File: config.mk
export PLATFORM = sky130hd
export DESIGN_NAME = mc_seq_ctrl
export DESIGN_NICKNAME = d
export VERILOG_FILES = /design/src/rtl/mc_seq_ctrl.sv
export SDC_FILE = /design/constraint.sdc
export NUM_CORES = 1
export LEC_CHECK = 0
export ABC_AREA = 1
export CAP_MARGIN = 20
export CORE_MARGIN = 3
export CORE_UTILIZATION = 30
export DETAILED_ROUTE_END_ITERATION = 6
export SLEW_MARGIN = 20
export SYNTH_ARGS = -nofsm -noshare
export SYNTH_HDL_FRONTEND = slang
export SYNTH_SLANG_ARGS = --single-unit
File: constraint.sdc
create_clock -name clk -period 4.8 [get_ports clk]
set_input_delay 0.96 -clock clk [delete_from_list [all_inputs] [get_ports clk]]
set_output_delay 0.96 -clock clk [all_outputs]
set_load 0.02 [all_outputs]
File: src/rtl/mc_seq_ctrl.sv
// Multi-cycle fetch/decode/execute/memory/writeback sequencer.
// It owns pc, ir, the retire counter and the request timeout watchdog.
module mc_seq_ctrl #(
   parameter int unsigned     PC_W     = 32,
   parameter logic [PC_W-1:0] RESET_PC = PC_W'(32'h1c00_0000),
   parameter int unsigned     CNT_W    = 32,
   parameter int unsigned     TIMEOUT  = 255
) (
   input  logic             clk,
   input  logic             reset,
   output logic             inst_req,
   output logic [PC_W-1:0]  inst_addr,
   input  logic             inst_ack,
   input  logic [31:0]      inst_rdata,
   output logic             data_req,
   output logic             data_wr,
   input  logic             data_ack,
   input  logic             dec_is_br,
   input  logic             dec_is_load,
   input  logic             dec_is_store,
   input  logic             dec_gr_we,
   input  logic             br_taken,
   input  logic [PC_W-1:0]  br_target,
   output logic [PC_W-1:0]  pc,
   output logic [31:0]      ir,
   output logic             rf_we,
   output logic [2:0]       state,
   output logic [CNT_W-1:0] retired,
   output logic             timeout_err,
   output logic [PC_W-1:0]  debug_wb_pc
);

   localparam logic [2:0] S_IF   = 3'd0;
   localparam logic [2:0] S_ID   = 3'd1;
   localparam logic [2:0] S_EXE  = 3'd2;
   localparam logic [2:0] S_MEM  = 3'd3;
   localparam logic [2:0] S_WB   = 3'd4;
   localparam logic [2:0] S_HALT = 3'd5;

   // Last wait value before the watchdog fires; the TIMEOUT-th unacked cycle halts.
   localparam logic [15:0] WAIT_LAST = 16'(TIMEOUT - 1);

   logic [2:0]       r_state;
   logic [PC_W-1:0]  r_pc;
   logic [31:0]      r_ir;
   logic [CNT_W-1:0] r_retired;
   logic             r_terr;
   logic [PC_W-1:0]  r_dbg_pc;
   logic [15:0]      r_wait;
   logic             r_mem_op;

   logic [2:0]       w_state_nx;
   logic [PC_W-1:0]  w_pc_nx;
   logic [PC_W-1:0]  w_pc4;
   logic [PC_W-1:0]  w_pc_flow;
   logic             w_retire;
   logic             w_ld_ir;
   logic             w_to_halt;
   logic [15:0]      w_wait_nx;

   assign w_pc4     = r_pc + PC_W'(4);
   assign w_pc_flow = br_taken ? br_target : w_pc4;

   always_comb begin
      w_state_nx = r_state;
      w_pc_nx    = r_pc;
      w_retire   = 1'b0;
      w_ld_ir    = 1'b0;
      w_to_halt  = 1'b0;
      w_wait_nx  = r_wait;
      case (r_state)
         S_IF: begin
            if (inst_ack) begin
               w_state_nx = S_ID;
               w_ld_ir    = 1'b1;
               w_wait_nx  = '0;
            end else if (r_wait == WAIT_LAST) begin
               w_state_nx = S_HALT;
               w_to_halt  = 1'b1;
            end else begin
               w_wait_nx  = r_wait + 16'd1;
            end
         end
         S_ID: begin
            if (dec_is_br) begin
               w_state_nx = S_IF;
               w_pc_nx    = w_pc_flow;
               w_retire   = 1'b1;
               w_wait_nx  = '0;
            end else begin
               w_state_nx = S_EXE;
            end
         end
         S_EXE: begin
            // Memory class was captured in ID so EXE needs no decode inputs.
            w_state_nx = r_mem_op ? S_MEM : S_WB;
            w_wait_nx  = '0;
         end
         S_MEM: begin
            if (data_ack) begin
               w_wait_nx = '0;
               if (dec_is_store) begin
                  w_state_nx = S_IF;
                  w_pc_nx    = w_pc4;
                  w_retire   = 1'b1;
               end else begin
                  w_state_nx = S_WB;
               end
            end else if (r_wait == WAIT_LAST) begin
               w_state_nx = S_HALT;
               w_to_halt  = 1'b1;
            end else begin
               w_wait_nx  = r_wait + 16'd1;
            end
         end
         S_WB: begin
            w_state_nx = S_IF;
            w_pc_nx    = w_pc_flow;
            w_retire   = 1'b1;
            w_wait_nx  = '0;
         end
         S_HALT: begin
            w_state_nx = S_HALT;
         end
         default: begin
            w_state_nx = S_IF;
            w_wait_nx  = '0;
         end
      endcase
   end

   always_ff @(posedge clk) begin
      if (reset) begin
         r_state   <= S_IF;
         r_pc      <= RESET_PC;
         r_ir      <= '0;
         r_retired <= '0;
         r_terr    <= 1'b0;
         r_dbg_pc  <= '0;
         r_wait    <= '0;
         r_mem_op  <= 1'b0;
      end else begin
         r_state <= w_state_nx;
         r_pc    <= w_pc_nx;
         r_wait  <= w_wait_nx;
         if (w_ld_ir) begin
            r_ir <= inst_rdata;
         end
         if (w_retire) begin
            r_retired <= r_retired + CNT_W'(1);
         end
         if (w_to_halt) begin
            r_terr <= 1'b1;
         end
         if (r_state == S_WB) begin
            r_dbg_pc <= r_pc;
         end
         if (r_state == S_ID) begin
            r_mem_op <= dec_is_load | dec_is_store;
         end
      end
   end

   assign inst_req    = !reset && (r_state == S_IF);
   assign inst_addr   = r_pc;
   assign data_req    = !reset && (r_state == S_MEM);
   assign data_wr     = data_req && dec_is_store;
   assign rf_we       = !reset && (r_state == S_WB) && dec_gr_we;
   assign pc          = r_pc;
   assign ir          = r_ir;
   assign state       = r_state;
   assign retired     = r_retired;
   assign timeout_err = r_terr;
   assign debug_wb_pc = (r_state == S_WB) ? r_pc : r_dbg_pc;

endmodule

==> results.md, run 1 <==
| Stage | Parameter | Reported |
| --- | --- | --- |
| die | Area of the core | 25,500 um^2 |
| power and ir drop | Power per cell area | 306 nW/um^2 |
| sta | Maximum clock rate | 267 MHz |
| critical path | Crit path launch | state[0] |
| critical path | Ordered list of cells on the worst path | nor2_1, nand2_2, buf_4, nand2_1, o21ai_0, inv_1, clkdlybuf4s50_1 |
| placement | Pre-CTS worst setup slack | 1490 ps |
| yosys | Async set or reset register ratio after synthesis | 0 |
| sta | Clock Skews | 13.6 ps |
| grt | Total gr overflow | 0 |
| clocking | Clock net sink count | 149 |
| routing | Remaining antenna violation count after routing | 0 |
| sta | Tightest hold margin | 458 ps |
| yosys | Top area cells in the synthesized netlist | sky130_fd_sc_hd__dfxtp_1 (38%), sky130_fd_sc_hd__nand2_1 (15%), sky130_fd_sc_hd__nor2_1 (10%) |
| clocking | CTS buffer count | 17 |
| yosys | Summed instance area of the synthesized netlist | 7890 um^2 |
| final layout | Area used by multi-input combinational logic | 3850 um^2 |
| grt | Number of global-route vias before repair | 7,843 |
| power and ir drop | Leakage | 4.34 nW |
| yosys | Synthesized area per cell | 6.31 um^2 |
| clocking | TritonCTS clock tree | yes |
| clocking | Clock insertion delay at the later pin of the skew report | 420 ps |
| critical path | Worst flop-to-flop path startpoint | state[0] |
| critical path | Delay contributed by the slowest stage of the critical path | 590 ps |
| critical path | Required arrival time at the worst endpoint | 3840 ps |
| yosys | FF+latch count, synth | 149 |
| grt | Global-route wire length before repair | 40,500 um |
| placement | Total half-perimeter wirelength after legalization and detailed placement | 18,200 um |
| critical path | Type of element launching the critical path | flip-flop |
| final layout | Fill count | 2,696 |
| sta | Total of endpoints with negative setup slack in the final report | 0 |
| sta | Relative slew margins | 0.411 |
| yosys | Number of distinct standard cells referenced by the synthesized netlist | 36 |
| clocking | Total of cells resized after clock tree synthesis | 0 |
| routing | Routed length per placed instance | 13.9 um |
| grt | Pin count of the biggest net entering global routing | 56 |
| yosys | Share of the yosys chip area belonging to registers | 0.378 |
| sta | Slew of the pin with the lowest slew margin | 884 ps |
| hold path | Worst min-delay path endpoint | ir[22] |
| sta | Clock period minus worst slack | 3750 ps |
| die | Floorplan die height | 168 um |
| critical path | Crit Path Class | flip-flop to output pin |
| critical path | Critical register-to-register path endpoint | inst_addr[22] |
| hold path | Origin of the worst min-delay path | ir[22] |
| final layout | NumNets Final | 1,515 |
| routing | Routed wire length | 24,800 um |
| clocking | CTS Root Buffer Type | sky130_fd_sc_hd__clkbuf_16 |
| die | Num ports | 241 |
| sta | Final Max Tran Viols | 0 |
| sta | Summed negative setup slack over all endpoints | 0 ps |
| yosys | Post-synth top cells | sky130_fd_sc_hd__nand2_1 (308), sky130_fd_sc_hd__nor2_1 (220), sky130_fd_sc_hd__inv_1 (153) |
| yosys | Net count of the mapped netlist | 1,328 |
| sta | Portion of the clock cycle consumed by the worst path in the final layout | 0.781 |
| die | Overall die width | 168 um |
| critical path | Worst-path fanout max | 46 |
| critical path | Critical path's slowest cell | sky130_fd_sc_hd__clkdlybuf4s50_1 |
| routing | Routed via count | 8,244 |
| routing | Initial DRC count | 343 |
| placement | Count of buffers inserted at the top-level ports | 240 |
| critical path | Number of buffer and inverter stages on the critical path | 3 |
| job | Number of maximum-capacitance violations | 0 |
| critical path | Flop-to-flop setup slack | 2080 ps |
| yosys | Number of instances in the synthesized netlist | 1,251 |
| die | Rows | 58 |
| yosys | Number of warning messages in the yosys log | 0 |
| final layout | FF+latch area | 2980 um^2 |
| final layout | Layout area overhead | 37.9% |
| sta | Final-report hold violation count | 0 |
| hold path | Path type of the worst min-delay path | flip-flop to flip-flop |
| die | Initial standard-cell utilization of the core | 0.309 |
| power and ir drop | Peak ir drop on the vdd network | 0.201 mV |
| grt | Antenna violations before repair | 1 |
| critical path | Worst Reg-to-Reg Cells | 7 |
| final layout | Share of layout cells above drive strength 1 | 0.0386 |
| hold path | Number of cells on the worst hold path | 2 |
| critical path | WP data arrival | 2790 ps |
| clocking | Number of buffers between clock root and the deepest sink | 2 |
| yosys | Most repeated cell in the gate-level netlist after synthesis | sky130_fd_sc_hd__nand2_1 |
| grt | Total global-route track usage | 0.174 |
| routing | Post-route DRC violation count | 0 |
| clocking | Number of levels the H-tree was split into | 4 |
| power and ir drop | Overall power after layout | 3.33 mW |
| clocking | Register clock-pin slew on the reported worst setup and hold paths | 70 ps |
| sta | Setup WS post-layout | 1050 ps |
| placement | Placer congestion estimate | 0.872 |
| yosys | Most used DFF post-synth | sky130_fd_sc_hd__dfxtp_1 |
| yosys | Cell accounting for the most synthesized area | sky130_fd_sc_hd__dfxtp_1 |
| clocking | Hold-fix buffers, CTS | 0 |
| die | Die Outline Area | 28,300 um^2 |
| routing | Number of search-and-repair iterations in the first detailed-routing pass | 5 |
| clocking | Number of setup buffers added after CTS | 0 |
| status | Run status | complete, no violations |
| yosys | Number of flops mapped to enable cells by yosys | 0 |
| yosys | Share of the synthesized area in the top cell type | 0.378 |
| critical path | CP top delay family | buffers and inverters |
| sta | RSZ-0062 raised after global routing | no |
| routing | Vias per std cell | 4.63 |
| critical path | Endpoint class of the critical path | output pin |
how the worst max path moves through the flow:
stage                     cells after the start              end  slack [ps]
after floorplan                               4         data_req        1870
after global placement                        6   debug_wb_pc[2]        1530
after detailed placement                      6   debug_wb_pc[1]        1490
after CTS                                     6   debug_wb_pc[1]        1010
after global routing                          7   debug_wb_pc[2]         710
final                                         7  debug_wb_pc[10]        1050
flip-flops by register name, indices dropped and copies added (netlist names):
register / count
r_wait: 16
state: 3
r_mem_op: 1
timeout_err: 1
inst_addr: 32
retired: 32
ir: 32
r_dbg_pc: 32
logic make-up after synthesis:
group | count (synthesis) | share of synthesized area
XOR/XNOR | 7 | 0.00777
AO/OA/AOI/OAI | 177 | 0.118
flip-flops | 149 | 0.378
AND/OR/NAND/NOR | 677 | 0.355
adder cells (fa/ha/maj) | 4 | 0.00635
buffers and inverters | 237 | 0.135
report_power, final:
| part | internal, mW | switching, mW | leakage [nW] |
|---|---|---|---|
| logic | 0.273 | 0.355 | 2.86 |
| registers | 1.29 | 0.0687 | 1.21 |
| clock network | 0.777 | 0.557 | 0.275 |
| total | 2.34 | 0.981 | 4.34 |
cell type report:
class,count,area share
Inverter,156,0.0538
Clock buffer,19,0.0407
Antenna cell,1,0.000230
Tap cell,330,0.0380
Multi-Input combinational cell,865,0.354
Timing Repair Buffer,249,0.227
Clock inverter,13,0.0122
Sequential cell,149,0.274
metrics by stage:
step / std cells / utilization / area, um^2
after global placement: 1749 / 0.403 / 10300
after global routing: 1782 / 0.426 / 10900
final: 1782 / 0.426 / 10900
after floorplan: 1251 / - / 7890
after CTS: 1781 / 0.426 / 10900
after detailed placement: 1749 / 0.403 / 10300
per-layer routing:
metal / track usage / vias up / part of all wire
met5: 0 / - / 0
met4: 0.0519 / 0 / 0.018
met3: 0.0434 / 29 / 0.071
met2: 0.281 / 249 / 0.44
met1: 0.231 / 3680 / 0.47
li1: - / 4286 / -
placed cells by master, fill, tap and decap left out, types with 2 or more instances in the layout:
master                            instances
sky130_fd_sc_hd__a211oi_1                 2
sky130_fd_sc_hd__a21oi_1                 83
sky130_fd_sc_hd__a31oi_1                  7
sky130_fd_sc_hd__and3_1                   4
sky130_fd_sc_hd__buf_4                   10
sky130_fd_sc_hd__bufinv_16                2
sky130_fd_sc_hd__clkbuf_16               17
sky130_fd_sc_hd__clkdlybuf4s50_1        239
sky130_fd_sc_hd__clkinv_2                 5
sky130_fd_sc_hd__clkinvlp_4               4
sky130_fd_sc_hd__dfxtp_1                149
sky130_fd_sc_hd__ha_1                     4
sky130_fd_sc_hd__inv_1                  153
sky130_fd_sc_hd__inv_2                    3
sky130_fd_sc_hd__nand2_1                306
sky130_fd_sc_hd__nand2_2                  2
sky130_fd_sc_hd__nand3_1                 98
sky130_fd_sc_hd__nand3b_1                 2
sky130_fd_sc_hd__nand4_1                 12
sky130_fd_sc_hd__nor2_1                 220
sky130_fd_sc_hd__nor2_2                   2
sky130_fd_sc_hd__nor2_4                   2
sky130_fd_sc_hd__nor3_1                  22
sky130_fd_sc_hd__nor3_2                   2
sky130_fd_sc_hd__o211ai_1                 4
sky130_fd_sc_hd__o21a_1                   3
sky130_fd_sc_hd__o21ai_0                 60
sky130_fd_sc_hd__o21ai_1                 13
sky130_fd_sc_hd__o21bai_1                 3
sky130_fd_sc_hd__xnor2_1                  3
sky130_fd_sc_hd__xor2_1                   4
tightest hold or removal path, cell delays in order (launching register included):
cell and delay (ps):
sky130_fd_sc_hd__dfxtp_1 310, sky130_fd_sc_hd__nand2_1 60, sky130_fd_sc_hd__a21oi_1 50
Power figures use the tool's default switching activity.
==> run 2, diff against run 1 <==
==> constraint.sdc (replaced) <==
create_clock -name clk -period 3.1 [get_ports clk]
set_input_delay 0.62 -clock clk [delete_from_list [all_inputs] [get_ports clk]]
set_output_delay 0.62 -clock clk [all_outputs]
set_load 0.02 [all_outputs]
==> run 2 against run 1 <==
  * Routed wire length up 2.7%
  * Core utilization is 0.25 points higher
  * Sequential share of layout area decreased by 0.16 points
  * Worst hold slack better by 2.8 ps
  * Critical endpoint is now debug_wb_pc[2]
  * Die area did not move
  * Highest routed layer unchanged
  * Power increased by 58%
  * Global-route usage up 0.17 points
  * Setup slack worse by 810 ps
  * Largest power group is now the clock network
  * Critical path type unchanged
  * Clock power increased by 61%
==> results.md, run 2 (synthesis results as in run 1) <==
| Stage | Parameter | Reported |
| --- | --- | --- |
| clocking | Number of buffers between clock root and the deepest sink | 2 |
| critical path | Ordered list of cells on the worst path | nor2_1, nand2_2, buf_12, o21ai_0, inv_1, clkdlybuf4s50_1 |
| clocking | Hold-fix buffers, CTS | 0 |
| critical path | Critical register-to-register path endpoint | inst_addr[21] |
| die | Initial standard-cell utilization of the core | 0.309 |
| placement | Pre-CTS worst setup slack | 538 ps |
| final layout | Final core occ | 0.428 |
| clocking | CTS Root Buffer Type | sky130_fd_sc_hd__clkbuf_16 |
| final layout | Fill count | 2,725 |
| final layout | Top library cells by usage in the layout, fill and taps aside | sky130_fd_sc_hd__nand2_1 (307), sky130_fd_sc_hd__clkdlybuf4s50_1 (239), sky130_fd_sc_hd__nor2_1 (220), sky130_fd_sc_hd__inv_1 (153), sky130_fd_sc_hd__dfxtp_1 (149) |
| hold path | Origin of the worst min-delay path | ir[18] |
| routing | Routed length per placed instance | 14.2 um |
| routing | Number of search-and-repair iterations in the first detailed-routing pass | 5 |
| power and ir drop | Leakage | 4.37 nW |
| placement | Count of buffers inserted at the top-level ports | 240 |
| die | Area of the core | 25,500 um^2 |
| hold path | Path type of the worst min-delay path | flip-flop to flip-flop |
| routing | Routed wire length | 25,400 um |
| status | Run status | complete, no violations |
| grt | Global routing met2 resource utilization | 0.287 |
| grt | Global routing met1 resource utilization | 0.236 |
| die | Overall die width | 168 um |
| hold path | Worst min-delay path endpoint | ir[18] |
| final layout | Antenna diode instance count | 0 |
| placement | Cell area reported after detailed placement | 10,300 um^2 |
| clocking | TritonCTS clock tree | yes |
| grt | Global-route wire length before repair | 40,700 um |
| critical path | Flop-to-flop setup slack | 870 ps |
| sta | Total of endpoints with negative setup slack in the final report | 0 |
| sta | Summed negative setup slack over all endpoints | 0 ps |
| clocking | Number of setup buffers added after CTS | 0 |
| clocking | Register clock-pin slew on the reported worst setup and hold paths | 70 ps |
| die | Num ports | 241 |
| sta | Final Max Tran Viols | 0 |
| sta | Maximum clock rate | 350 MHz |
| critical path | WP data arrival | 2240 ps |
| critical path | Worst Reg-to-Reg Cells | 9 |
| critical path | Required arrival time at the worst endpoint | 2480 ps |
| critical path | Delay contributed by the slowest stage of the critical path | 610 ps |
| sta | Clock period minus worst slack | 2860 ps |
| routing | Initial DRC count | 453 |
| grt | Number of global-route vias before repair | 7,679 |
| grt | Total global-route track usage | 0.176 |
| critical path | Worst flop-to-flop path startpoint | state[1] |
| final layout | Most common cell after layout, fill and taps aside | sky130_fd_sc_hd__nand2_1 |
| routing | Post-route DRC violation count | 0 |
| critical path | Crit Path Class | flip-flop to output pin |
| clocking | Clock insertion delay at the later pin of the skew report | 420 ps |
| die | Floorplan die height | 168 um |
| sta | RSZ-0062 raised after global routing | no |
| sta | Slew of the pin with the lowest slew margin | 1060 ps |
| routing | Vias per std cell | 4.71 |
| grt | Antenna violations before repair | 0 |
| final layout | NumNets Final | 1,519 |
| power and ir drop | Overall power after layout | 5.24 mW |
| clocking | Number of levels the H-tree was split into | 4 |
| hold path | Number of cells on the worst hold path | 2 |
| final layout | Share of layout cells above drive strength 1 | 0.0405 |
| sta | Relative slew margins | 0.292 |
| die | Rows | 58 |
| sta | Clock Skews | 9.65 ps |
| power and ir drop | Peak ir drop on the vdd network | 0.348 mV |
| placement | Total half-perimeter wirelength after legalization and detailed placement | 18,400 um |
| sta | Portion of the clock cycle consumed by the worst path in the final layout | 0.921 |
| grt | Met3 routing resource usage after global routing | 0.0437 |
| final layout | Post-route insts no fill | 1,785 |
| final layout | Post-route cell area | 10,900 um^2 |
| clocking | Total of cells resized after clock tree synthesis | 0 |
| clocking | CTS buffer count | 17 |
| clocking | Clock net sink count | 149 |
| power and ir drop | Power per cell area | 479 nW/um^2 |
| die | Die Outline Area | 28,300 um^2 |
| placement | Number of instances in the placed design | 1,753 |
| critical path | Critical path's slowest cell | sky130_fd_sc_hd__clkdlybuf4s50_1 |
| job | Number of maximum-capacitance violations | 0 |
| critical path | Worst-path fanout max | 67 |
| grt | Pin count of the biggest net entering global routing | 89 |
| sta | Final-report hold violation count | 0 |
| routing | Remaining antenna violation count after routing | 0 |
| final layout | Layout area overhead | 38.7% |
| sta | Setup WS post-layout | 244 ps |
| critical path | Type of element launching the critical path | flip-flop |
| grt | Total gr overflow | 0 |
| critical path | Endpoint class of the critical path | output pin |
| sta | Tightest hold margin | 461 ps |
| routing | Routed via count | 8,414 |
| grt | Most heavily used metal layer in global routing | met2 |
| placement | Placer congestion estimate | 0.865 |
| critical path | Crit path launch | state[1] |
-- run 2: cell count changes in the layout (fill, tap and decap cells not counted) --
cell / delta
sky130_fd_sc_hd__buf_12: +1
sky130_fd_sc_hd__buf_4: +3
sky130_fd_sc_hd__clkbuf_8: +1
sky130_fd_sc_hd__clkinv_2: -5
sky130_fd_sc_hd__clkinv_4: +2
sky130_fd_sc_hd__diode_2: -1
sky130_fd_sc_hd__inv_6: +1
sky130_fd_sc_hd__inv_8: +1
sky130_fd_sc_hd__nand2_1: +1
sky130_fd_sc_hd__nand2_2: -1
-- run 2: layout make-up --
cell class / count / area, um^2 / share of cell area
Multi-Input combinational cell: 865 / 3840 / 0.352
Sequential cell: 149 / 2980 / 0.273
Clock inverter: 12 / 145 / 0.0133
Timing Repair Buffer: 253 / 2510 / 0.229
Inverter: 156 / 586 / 0.0535
Tap cell: 330 / 413 / 0.0377
Clock buffer: 20 / 457 / 0.0418
-- run 2: worst max path at each step --
stage	to	depth (start not counted)	slack (ps)
6_report	debug_wb_pc[2]	6	240
5_1_grt	debug_wb_pc[2]	6	70
4_1_cts	debug_wb_pc[2]	6	230
3_5_place_dp	inst_addr[22]	7	540
3_3_place_gp	inst_addr[20]	9	530
2_1_floorplan	data_req	4	850
-- run 2: per-layer routing --
layer,part of all wire,wire (um),up-vias
met2,0.44,11300,285
met4,0.013,340,0
met3,0.069,1740,22
met1,0.47,12000,3800
met5,0,0,-
li1,-,-,4307
-- run 2: report_power, final --
| part | leakage [nW] | internal (mW) | switching [mW] |
|---|---|---|---|
| logic | 2.88 | 0.431 | 0.555 |
| registers | 1.21 | 2.00 | 0.111 |
| clock network | 0.281 | 1.24 | 0.897 |
-- run 2: critical path: cells and delay by family, from the launching register on --
family / cells / cell delay [ps]
AND/OR/NAND/NOR: 2 / 200
flip-flops: 1 / 460
AO/OA/AOI/OAI: 1 / 160
buffers and inverters: 3 / 970
==> run 3, diff against run 2 <==
--- a/config.mk
+++ b/config.mk
@@ -9,6 +9,7 @@
 export CAP_MARGIN = 20
 export CORE_MARGIN = 3
 export CORE_UTILIZATION = 30
+export CTS_CLUSTER_SIZE = 10
 export DETAILED_ROUTE_END_ITERATION = 6
 export SLEW_MARGIN = 20
 export SYNTH_ARGS = -nofsm -noshare
==> results of run 3 <==
No change in the layout: final DEF, timing and power equal those of run 2.
